File: src/rtl/aes_sched_pkg.sv
// Shared types and constants for the AES core scheduler.
// The DELAY state exists only when RAND_START_DELAY_EN is defined.
package aes_sched_pkg;
    localparam int BLK_W = 128;
    localparam int KEY_W = 256;
    localparam int ID_W  = 1;

    localparam logic [15:0] LFSR_SEED = 16'hACE1;
    // Fibonacci taps 16,14,13,11 -> bits 15,13,12,10
    localparam logic [15:0] LFSR_TAPS = 16'hB400;

`ifdef RAND_START_DELAY_EN
    typedef enum logic [2:0] {ST_IDLE, ST_DELAY, ST_LOAD, ST_RUN, ST_RESP} state_e;
`else
    typedef enum logic [2:0] {ST_IDLE, ST_LOAD, ST_RUN, ST_RESP} state_e;
`endif
endpackage

File: src/rtl/aes_core_scheduler_if.sv
// Request (two ports) and tagged response channels of the scheduler.
interface aes_core_scheduler_if;
    import aes_sched_pkg::*;

    logic               req0_valid, req1_valid;
    logic               req0_ready, req1_ready;
    logic [BLK_W-1:0]   req0_plain, req1_plain;
    logic [KEY_W-1:0]   req0_key, req1_key;
    logic               resp_valid, resp_ready;
    logic [ID_W-1:0]    resp_id;
    logic [BLK_W-1:0]   resp_cipher;
    logic               resp_fault, resp_timeout;

    modport slave (
        input  req0_valid, req1_valid, req0_plain, req1_plain, req0_key, req1_key, resp_ready,
        output req0_ready, req1_ready, resp_valid, resp_id, resp_cipher, resp_fault, resp_timeout
    );
    modport master (
        output req0_valid, req1_valid, req0_plain, req1_plain, req0_key, req1_key, resp_ready,
        input  req0_ready, req1_ready, resp_valid, resp_id, resp_cipher, resp_fault, resp_timeout
    );
endinterface

File: src/rtl/aes_sched_rr_arb.sv
// Two-way round-robin grant; the last-grant pointer moves only on a handshake.
module aes_sched_rr_arb
    import aes_sched_pkg::*;
(
    input  logic            Clk,
    input  logic            Reset,
    input  logic [1:0]      valid,
    input  logic            advance,
    output logic [ID_W-1:0] gnt_id
);
    logic [ID_W-1:0] last_q, last_d;

    always_comb begin
        gnt_id = '0;
        if (valid == 2'b11)
            gnt_id = ~last_q;
        else if (valid[1])
            gnt_id = ID_W'(1);
        last_d = advance ? gnt_id : last_q;
    end

    // "last granted = 1" out of reset so requester 0 wins the first tie
    always_ff @(posedge Clk) begin
        if (Reset) last_q <= ID_W'(1);
        else       last_q <= last_d;
    end
endmodule

File: src/rtl/aes_core_scheduler.sv
// Shares one dual-rail AES-256 core between two requesters, checks rail complementarity.
// Optional start jitter via LFSR-driven DELAY state when RAND_START_DELAY_EN is defined.
module aes_core_scheduler
    import aes_sched_pkg::*;
#(
    parameter int LOAD_CYCLES    = 2,
    parameter int TIMEOUT_CYCLES = 4096,
    parameter int FCNT_W         = 16
) (
    input  logic                Clk,
    input  logic                Reset,
    aes_core_scheduler_if.slave bus,
    output logic                core_Reset,
    output logic [BLK_W-1:0]    core_Plain_T,
    output logic [KEY_W-1:0]    core_Key_T,
    input  logic [BLK_W-1:0]    core_Cipher_T,
    input  logic [BLK_W-1:0]    core_Cipher_F,
    input  logic                core_Done,
    output logic                busy,
    output logic                trigger,
    output logic [FCNT_W-1:0]   fault_count
);
    localparam int CNT_W = ($clog2(TIMEOUT_CYCLES) > 4) ? $clog2(TIMEOUT_CYCLES) : 4;

    state_e             state_q, state_d;
    logic [CNT_W-1:0]   cnt_q, cnt_d;
    logic [BLK_W-1:0]   plain_q, plain_d;
    logic [KEY_W-1:0]   key_q, key_d;
    logic [ID_W-1:0]    id_q, id_d;
    logic [ID_W-1:0]    resp_id_q, resp_id_d;
    logic [BLK_W-1:0]   resp_cipher_q, resp_cipher_d;
    logic               resp_fault_q, resp_fault_d;
    logic               resp_timeout_q, resp_timeout_d;
    logic [FCNT_W-1:0]  fcnt_q, fcnt_d;
    logic [ID_W-1:0]    gnt_id;
    logic               hs;

`ifdef RAND_START_DELAY_EN
    logic [15:0] lfsr_q, lfsr_d;
    assign lfsr_d = {lfsr_q[14:0], ^(lfsr_q & LFSR_TAPS)};
`endif

    assign hs = (state_q == ST_IDLE) && (bus.req0_valid || bus.req1_valid);

    aes_sched_rr_arb u_arb (
        .Clk     (Clk),
        .Reset   (Reset),
        .valid   ({bus.req1_valid, bus.req0_valid}),
        .advance (hs),
        .gnt_id  (gnt_id)
    );

    assign bus.req0_ready   = hs && (gnt_id == '0);
    assign bus.req1_ready   = hs && (gnt_id == ID_W'(1));
    assign bus.resp_valid   = (state_q == ST_RESP);
    assign bus.resp_id      = resp_id_q;
    assign bus.resp_cipher  = resp_cipher_q;
    assign bus.resp_fault   = resp_fault_q;
    assign bus.resp_timeout = resp_timeout_q;
    assign core_Reset       = (state_q != ST_RUN);
    assign trigger          = (state_q == ST_RUN);
    assign busy             = (state_q != ST_IDLE);
    assign core_Plain_T     = plain_q;
    assign core_Key_T       = key_q;
    assign fault_count      = fcnt_q;

    always_comb begin
        state_d        = state_q;
        cnt_d          = cnt_q;
        plain_d        = plain_q;
        key_d          = key_q;
        id_d           = id_q;
        resp_id_d      = resp_id_q;
        resp_cipher_d  = resp_cipher_q;
        resp_fault_d   = resp_fault_q;
        resp_timeout_d = resp_timeout_q;
        fcnt_d         = fcnt_q;
        case (state_q)
            ST_IDLE: if (hs) begin
                plain_d = (gnt_id == ID_W'(1)) ? bus.req1_plain : bus.req0_plain;
                key_d   = (gnt_id == ID_W'(1)) ? bus.req1_key   : bus.req0_key;
                id_d    = gnt_id;
                cnt_d   = '0;
                state_d = ST_LOAD;
`ifdef RAND_START_DELAY_EN
                if (lfsr_q[3:0] != 4'd0) begin
                    cnt_d   = CNT_W'(lfsr_q[3:0]);
                    state_d = ST_DELAY;
                end
            end
            // counts down from the sampled delay; LOAD follows the last DELAY cycle
            ST_DELAY: begin
                cnt_d = cnt_q - 1'b1;
                if (cnt_q == CNT_W'(1)) begin
                    cnt_d   = '0;
                    state_d = ST_LOAD;
                end
`endif
            end
            ST_LOAD: begin
                cnt_d = cnt_q + 1'b1;
                if (cnt_q == CNT_W'(LOAD_CYCLES - 1)) begin
                    cnt_d   = '0;
                    state_d = ST_RUN;
                end
            end
            // Done is checked before the timeout so a Done in the last cycle still wins
            ST_RUN: begin
                cnt_d = cnt_q + 1'b1;
                if (core_Done) begin
                    resp_id_d      = id_q;
                    resp_timeout_d = 1'b0;
                    if (core_Cipher_F == ~core_Cipher_T) begin
                        resp_cipher_d = core_Cipher_T;
                        resp_fault_d  = 1'b0;
                    end else begin
                        resp_cipher_d = '0;
                        resp_fault_d  = 1'b1;
                        if (fcnt_q != '1) fcnt_d = fcnt_q + 1'b1;
                    end
                    state_d = ST_RESP;
                end else if (cnt_q == CNT_W'(TIMEOUT_CYCLES - 1)) begin
                    resp_id_d      = id_q;
                    resp_cipher_d  = '0;
                    resp_fault_d   = 1'b0;
                    resp_timeout_d = 1'b1;
                    state_d        = ST_RESP;
                end
            end
            ST_RESP: if (bus.resp_ready) begin
                cnt_d   = '0;
                state_d = ST_IDLE;
            end
            default: state_d = ST_IDLE;
        endcase
    end

    always_ff @(posedge Clk) begin
        if (Reset) begin
            state_q        <= ST_IDLE;
            cnt_q          <= '0;
            plain_q        <= '0;
            key_q          <= '0;
            id_q           <= '0;
            resp_id_q      <= '0;
            resp_cipher_q  <= '0;
            resp_fault_q   <= 1'b0;
            resp_timeout_q <= 1'b0;
            fcnt_q         <= '0;
        end else begin
            state_q        <= state_d;
            cnt_q          <= cnt_d;
            plain_q        <= plain_d;
            key_q          <= key_d;
            id_q           <= id_d;
            resp_id_q      <= resp_id_d;
            resp_cipher_q  <= resp_cipher_d;
            resp_fault_q   <= resp_fault_d;
            resp_timeout_q <= resp_timeout_d;
            fcnt_q         <= fcnt_d;
        end
    end

`ifdef RAND_START_DELAY_EN
    always_ff @(posedge Clk) begin
        if (Reset) lfsr_q <= LFSR_SEED;
        else       lfsr_q <= lfsr_d;
    end
`endif
endmodule

File: src/flat_wrapper.sv
// flat-port wrapper written by rule: the top's interface ports become plain ports
module aes_core_scheduler_flat import aes_sched_pkg::*;
#(
    parameter int LOAD_CYCLES    = 2,
    parameter int TIMEOUT_CYCLES = 4096,
    parameter int FCNT_W         = 16
)
  (Clk, Reset, core_Reset, core_Plain_T, core_Key_T, core_Cipher_T, core_Cipher_F, core_Done, busy, trigger, fault_count, bus_req0_valid, bus_req1_valid, bus_req0_plain, bus_req1_plain, bus_req0_key, bus_req1_key, bus_resp_ready, bus_req0_ready, bus_req1_ready, bus_resp_valid, bus_resp_id, bus_resp_cipher, bus_resp_fault, bus_resp_timeout);
  aes_core_scheduler_if bus_i ();
  input  logic Clk;
  input  logic Reset;
  output logic core_Reset;
  output logic [BLK_W-1:0] core_Plain_T;
  output logic [KEY_W-1:0] core_Key_T;
  input  logic [BLK_W-1:0] core_Cipher_T;
  input  logic [BLK_W-1:0] core_Cipher_F;
  input  logic core_Done;
  output logic busy;
  output logic trigger;
  output logic [FCNT_W-1:0] fault_count;
  input wire logic [$bits(bus_i.req0_valid)-1:0] bus_req0_valid;
  input wire logic [$bits(bus_i.req1_valid)-1:0] bus_req1_valid;
  input wire logic [$bits(bus_i.req0_plain)-1:0] bus_req0_plain;
  input wire logic [$bits(bus_i.req1_plain)-1:0] bus_req1_plain;
  input wire logic [$bits(bus_i.req0_key)-1:0] bus_req0_key;
  input wire logic [$bits(bus_i.req1_key)-1:0] bus_req1_key;
  input wire logic [$bits(bus_i.resp_ready)-1:0] bus_resp_ready;
  output wire logic [$bits(bus_i.req0_ready)-1:0] bus_req0_ready;
  output wire logic [$bits(bus_i.req1_ready)-1:0] bus_req1_ready;
  output wire logic [$bits(bus_i.resp_valid)-1:0] bus_resp_valid;
  output wire logic [$bits(bus_i.resp_id)-1:0] bus_resp_id;
  output wire logic [$bits(bus_i.resp_cipher)-1:0] bus_resp_cipher;
  output wire logic [$bits(bus_i.resp_fault)-1:0] bus_resp_fault;
  output wire logic [$bits(bus_i.resp_timeout)-1:0] bus_resp_timeout;
  assign bus_i.req0_valid = bus_req0_valid;
  assign bus_i.req1_valid = bus_req1_valid;
  assign bus_i.req0_plain = bus_req0_plain;
  assign bus_i.req1_plain = bus_req1_plain;
  assign bus_i.req0_key = bus_req0_key;
  assign bus_i.req1_key = bus_req1_key;
  assign bus_i.resp_ready = bus_resp_ready;
  assign bus_req0_ready = bus_i.req0_ready;
  assign bus_req1_ready = bus_i.req1_ready;
  assign bus_resp_valid = bus_i.resp_valid;
  assign bus_resp_id = bus_i.resp_id;
  assign bus_resp_cipher = bus_i.resp_cipher;
  assign bus_resp_fault = bus_i.resp_fault;
  assign bus_resp_timeout = bus_i.resp_timeout;
  aes_core_scheduler #(.LOAD_CYCLES(LOAD_CYCLES), .TIMEOUT_CYCLES(TIMEOUT_CYCLES), .FCNT_W(FCNT_W)) u_core (.Clk(Clk), .Reset(Reset), .bus(bus_i), .core_Reset(core_Reset), .core_Plain_T(core_Plain_T), .core_Key_T(core_Key_T), .core_Cipher_T(core_Cipher_T), .core_Cipher_F(core_Cipher_F), .core_Done(core_Done), .busy(busy), .trigger(trigger), .fault_count(fault_count));
endmodule
File: config.mk
export PLATFORM = sky130hd
export DESIGN_NAME = aes_core_scheduler_flat
export DESIGN_NICKNAME = d
export VERILOG_FILES = /design/src/rtl/aes_sched_pkg.sv /design/src/rtl/aes_core_scheduler_if.sv /design/src/rtl/aes_sched_rr_arb.sv /design/src/rtl/aes_core_scheduler.sv /design/src/flat_wrapper.sv
export SDC_FILE = /design/constraint.sdc
export NUM_CORES = 1
export LEC_CHECK = 0
export ABC_AREA = 1
export BUFFER_PORTS_ARGS = -buffer_cell sky130_fd_sc_hd__buf_2
export CAP_MARGIN = 20
export CORE_AREA = 4 4 614 616
export CTS_CLUSTER_SIZE = 20
export DETAILED_ROUTE_END_ITERATION = 16
export DIE_AREA = 0 0 618 620
export GPL_ROUTABILITY_DRIVEN = 0
export PLACE_DENSITY = 0.3
export SETUP_SLACK_MARGIN = 0.15
export SYNTH_ARGS = -nofsm -noshare
export SYNTH_HDL_FRONTEND = slang
export SYNTH_SLANG_ARGS = --single-unit
File: constraint.sdc
create_clock -name Clk -period 4.4 [get_ports Clk]
set_clock_uncertainty 0.2 [all_clocks]
set_input_delay 0.88 -clock Clk [delete_from_list [all_inputs] [get_ports Clk]]
set_output_delay 0.88 -clock Clk [all_outputs]
set_load 0.02 [all_outputs]
==> summary.txt <==
unrepaired setup endpoints after global routing = no
Tmin final = 3.709 ns
critical path class = reg2out
TritonCTS clock tree = built
Pins Over Slew Limit = 0
number of unique standard cell types used by synthesis = 36
Critical Path End Type = primary output
ratio of routed vias to standard cells = 3.195
post-synthesis average cell area = 6.931 µm²
maximum clock frequency = 269.6 MHz
placed cell areas = 40,240 µm²
arrival time worst endpoint = 2.63 ns
std cell rows = 224
Inserted Clock Buffers = 85
number of sinks on the clock net = 547
number of remaining DRC errors = 0
worst slew slack as a fraction of its limit = 0.3610
Post-Syn Instances = 3,862
clock transition at the register clock pins on the worst setup and hold paths after CTS = 0.06 ns
count of routing violations after the opening detailed-route iteration = 2,367
clock root buffer = clkbuf_16
Final nets = 6,397
Final HPWL DP = 218,800 µm
cell area after synthesis = 26,770 µm²
status = completed
number of detailed-route iterations in the first pass = 8
first-pass GRT wire length = 324,700 µm
post-synthesis sequential element count = 547
final-layout setup total negative slack = 0 ns
DR vias = 33,320
Die H = 620 µm
critical-path cell with the highest stage delay = a21oi_4
signed area change from the synthesized netlist to the final layout = 61.03%
warnings from Yosys = 0
core region area = 371,400 µm²
overall routed net length = 255,000 µm
number of buffers added on ports = 1,566
top fanout value on the critical path = 42
worst hold-check path type = in2reg
Initial Utilization = 0.07208
floorplan die width = 618 µm
DR WL/cell = 24.46 µm
cell area power density = 513.6 nW/µm²
count of endpoints failing setup in the final report = 0
pin count of the biggest net entering global routing = 145
# hold bufs at CTS = 0
Congestion Overflow GR = 0
required time at the worst-slack endpoint = 3.32 ns
final clock period utilization by the worst path = 0.8431
die footprint = 383,200 µm²
number of gates resized after CTS = 0
cells along the critical path = inv_1 -> ha_1 -> inv_1 -> nor2_1 -> inv_8 -> a21oi_4 -> buf_2
vias in the first global route = 32,980
global-route total usage across every layer = 0.1255
setup slack on the worst flop-to-flop path = 1.31 ns
Clk Latency, worst-skew pair = 0.76 ns
post-CTS setup repair buffer count = 0
number of nets in the synthesized netlist = 4,899
biggest cell delay along the critical path = 0.39 ns
Worst path most repeated cell = inv_1
Max Root-Sink Buffers = 4
Leakage Power = 18.45 nW
initial antenna violation count = 136
hold violation total from the final report = 0
Antenna Nets Post-Route = 0
startpoint type of the worst setup path = flip-flop
CTS H-Tree Depth = 3
Max-Cap Viols = 0
I/O pin cnt = 1,567
ratio of cells with drive above 1 in the final layout = 0.3720
Final Instance Area = 43,100 µm²
maximum vdd ir drop = 0.5035 mV
post-synthesis sequential area ratio = 0.4091
slew of the pin with the lowest slew margin = 0.9586 ns
[cell usage in the layout, fill, tap and decap left out, types with 7 or more instances in the layout]
master      instances
nand2_1          1644
buf_2            1565
dfxtp_1           547
a31oi_1           385
nor2_1            328
inv_1             281
nand3_2           111
a21oi_2           100
clkbuf_16          86
buf_4              73
nand4_1            45
nand3_1            45
a21oi_1            40
diode_2            33
xor2_1             32
buf_12             21
clkbuf_8           19
clkbuf_1           18
nor3_1             11
clkinv_2            9
ha_1                7
clkinvlp_4          7
[synthesized netlist by cell type]
cell type	count	area share
buf_12	11	0.0082
nor3_1	11	0.0021
buf_4	3	0.00084
or2_2	1	0.00023
nor2_1	330	0.046
or2_0	1	0.00023
a21oi_1	40	0.0075
inv_1	281	0.039
ha_1	7	0.0033
and2_1	5	0.0012
a21oi_2	101	0.033
nand3_2	111	0.042
o21ai_0	5	0.00093
a22oi_1	1	0.00028
xor2_1	32	0.010
and2_0	2	0.00047
or2_1	1	0.00023
clkbuf_8	31	0.016
nand2_1	1646	0.23
buf_2	36	0.0067
nor2_4	1	0.00042
buf_8	1	0.00056
a31oi_1	385	0.090
nand2_2	1	0.00023
buf_1	11	0.0015
xnor2_1	2	0.00065
dfxtp_1	547	0.41
nor4_1	2	0.00047
nand4_1	45	0.011
buf_6	16	0.0067
clkbuf_1	140	0.020
nor2_2	3	0.00070
inv_2	4	0.00056
o211ai_1	2	0.00056
nand3_1	45	0.0084
nand3b_1	1	0.00028
[registers in the layout, summed over array words and instances (netlist names), 2 cells and up]
name                    count
u_core.bus.resp_cipher    128
u_core.state_q              2
u_core.cnt_q               12
u_core.fault_count         16
u_core.core_Plain_T       128
u_core.core_Key_T         256
[per-layer routing]
layer,vias to the layer above,GRT usage,wire length [µm]
li1,15440,-,-
met1,15820,0.1400,95360
met2,1626,0.2203,125500
met3,376,0.04347,23060
met4,56,0.04432,10740
met5,-,0,346
[kinds of logic after synthesis]
kind of cell / Yosys count / synth area share
AO/OA/AOI/OAI: 534 / 0.1323
adder cells (fa/ha/maj): 7 / 0.003272
flip-flops: 547 / 0.4091
buffers and inverters: 534 / 0.1002
AND/OR/NAND/NOR: 2206 / 0.3440
XOR/XNOR: 34 / 0.01113
[path summary, 6_finish.rpt]
| check | startpoint | end | cells after the start |
|---|---|---|---|
| worst max-delay path | u_core.state_q[0]$_SDFFE_PP0P_ | bus_req0_ready | 7 |
| worst min register to register | u_core.u_arb.last_q$_SDFFE_PP1P_ | u_core.u_arb.last_q$_SDFFE_PP1P_ | 2 |
| worst min-delay path | bus_req0_key[19] | u_core.core_Key_T[19]$_SDFFE_PP0P_ | 3 |
| worst max register to register | u_core.state_q[0]$_SDFFE_PP0P_ | u_core.core_Key_T[62]$_SDFFE_PP0P_ | 11 |
[stage by stage]
step,worst slack [ns],hold slack [ns],total power [mW],utilization,cells
after global routing,0.4395,0.08214,23.31,0.1159,10400
after detailed placement,0.5422,0.2548,15.35,0.1084,10250
after CTS,0.5295,0.04762,22.69,0.1158,10390
final,0.6906,0.1565,22.14,0.1161,10430
after floorplan,1.624,0.2287,10.47,-,3862
after global placement,0.5067,0.2442,15.37,0.1084,10250
[area by class of cell]
cell class,count,area (µm²)
Clock inverter,26,302.8
Sequential cell,547,10950
Tap cell,4972,6221
Clock buffer,123,2481
Multi-Input combinational cell,2781,13170
Antenna cell,33,82.58
Inverter,285,1077
Fill cell,43650,328300
Timing Repair Buffer,1660,8816
[worst max-delay path: cells and delay by family, from the launching register on]
family                   cells  cell delay, ns
buffers and inverters        4            0.63
AO/OA/AOI/OAI                1            0.39
AND/OR/NAND/NOR              1            0.32
adder cells (fa/ha/maj)      1            0.22
flip-flops                   1            0.32
[power by group]
part / total (mW) / internal [mW] / switching, mW
Combinational: 8.46 / 2.12 / 6.34
Clock: 7.05 / 4.15 / 2.90
Sequential: 6.63 / 5.86 / 0.768
(Power assumes the default switching activity.)
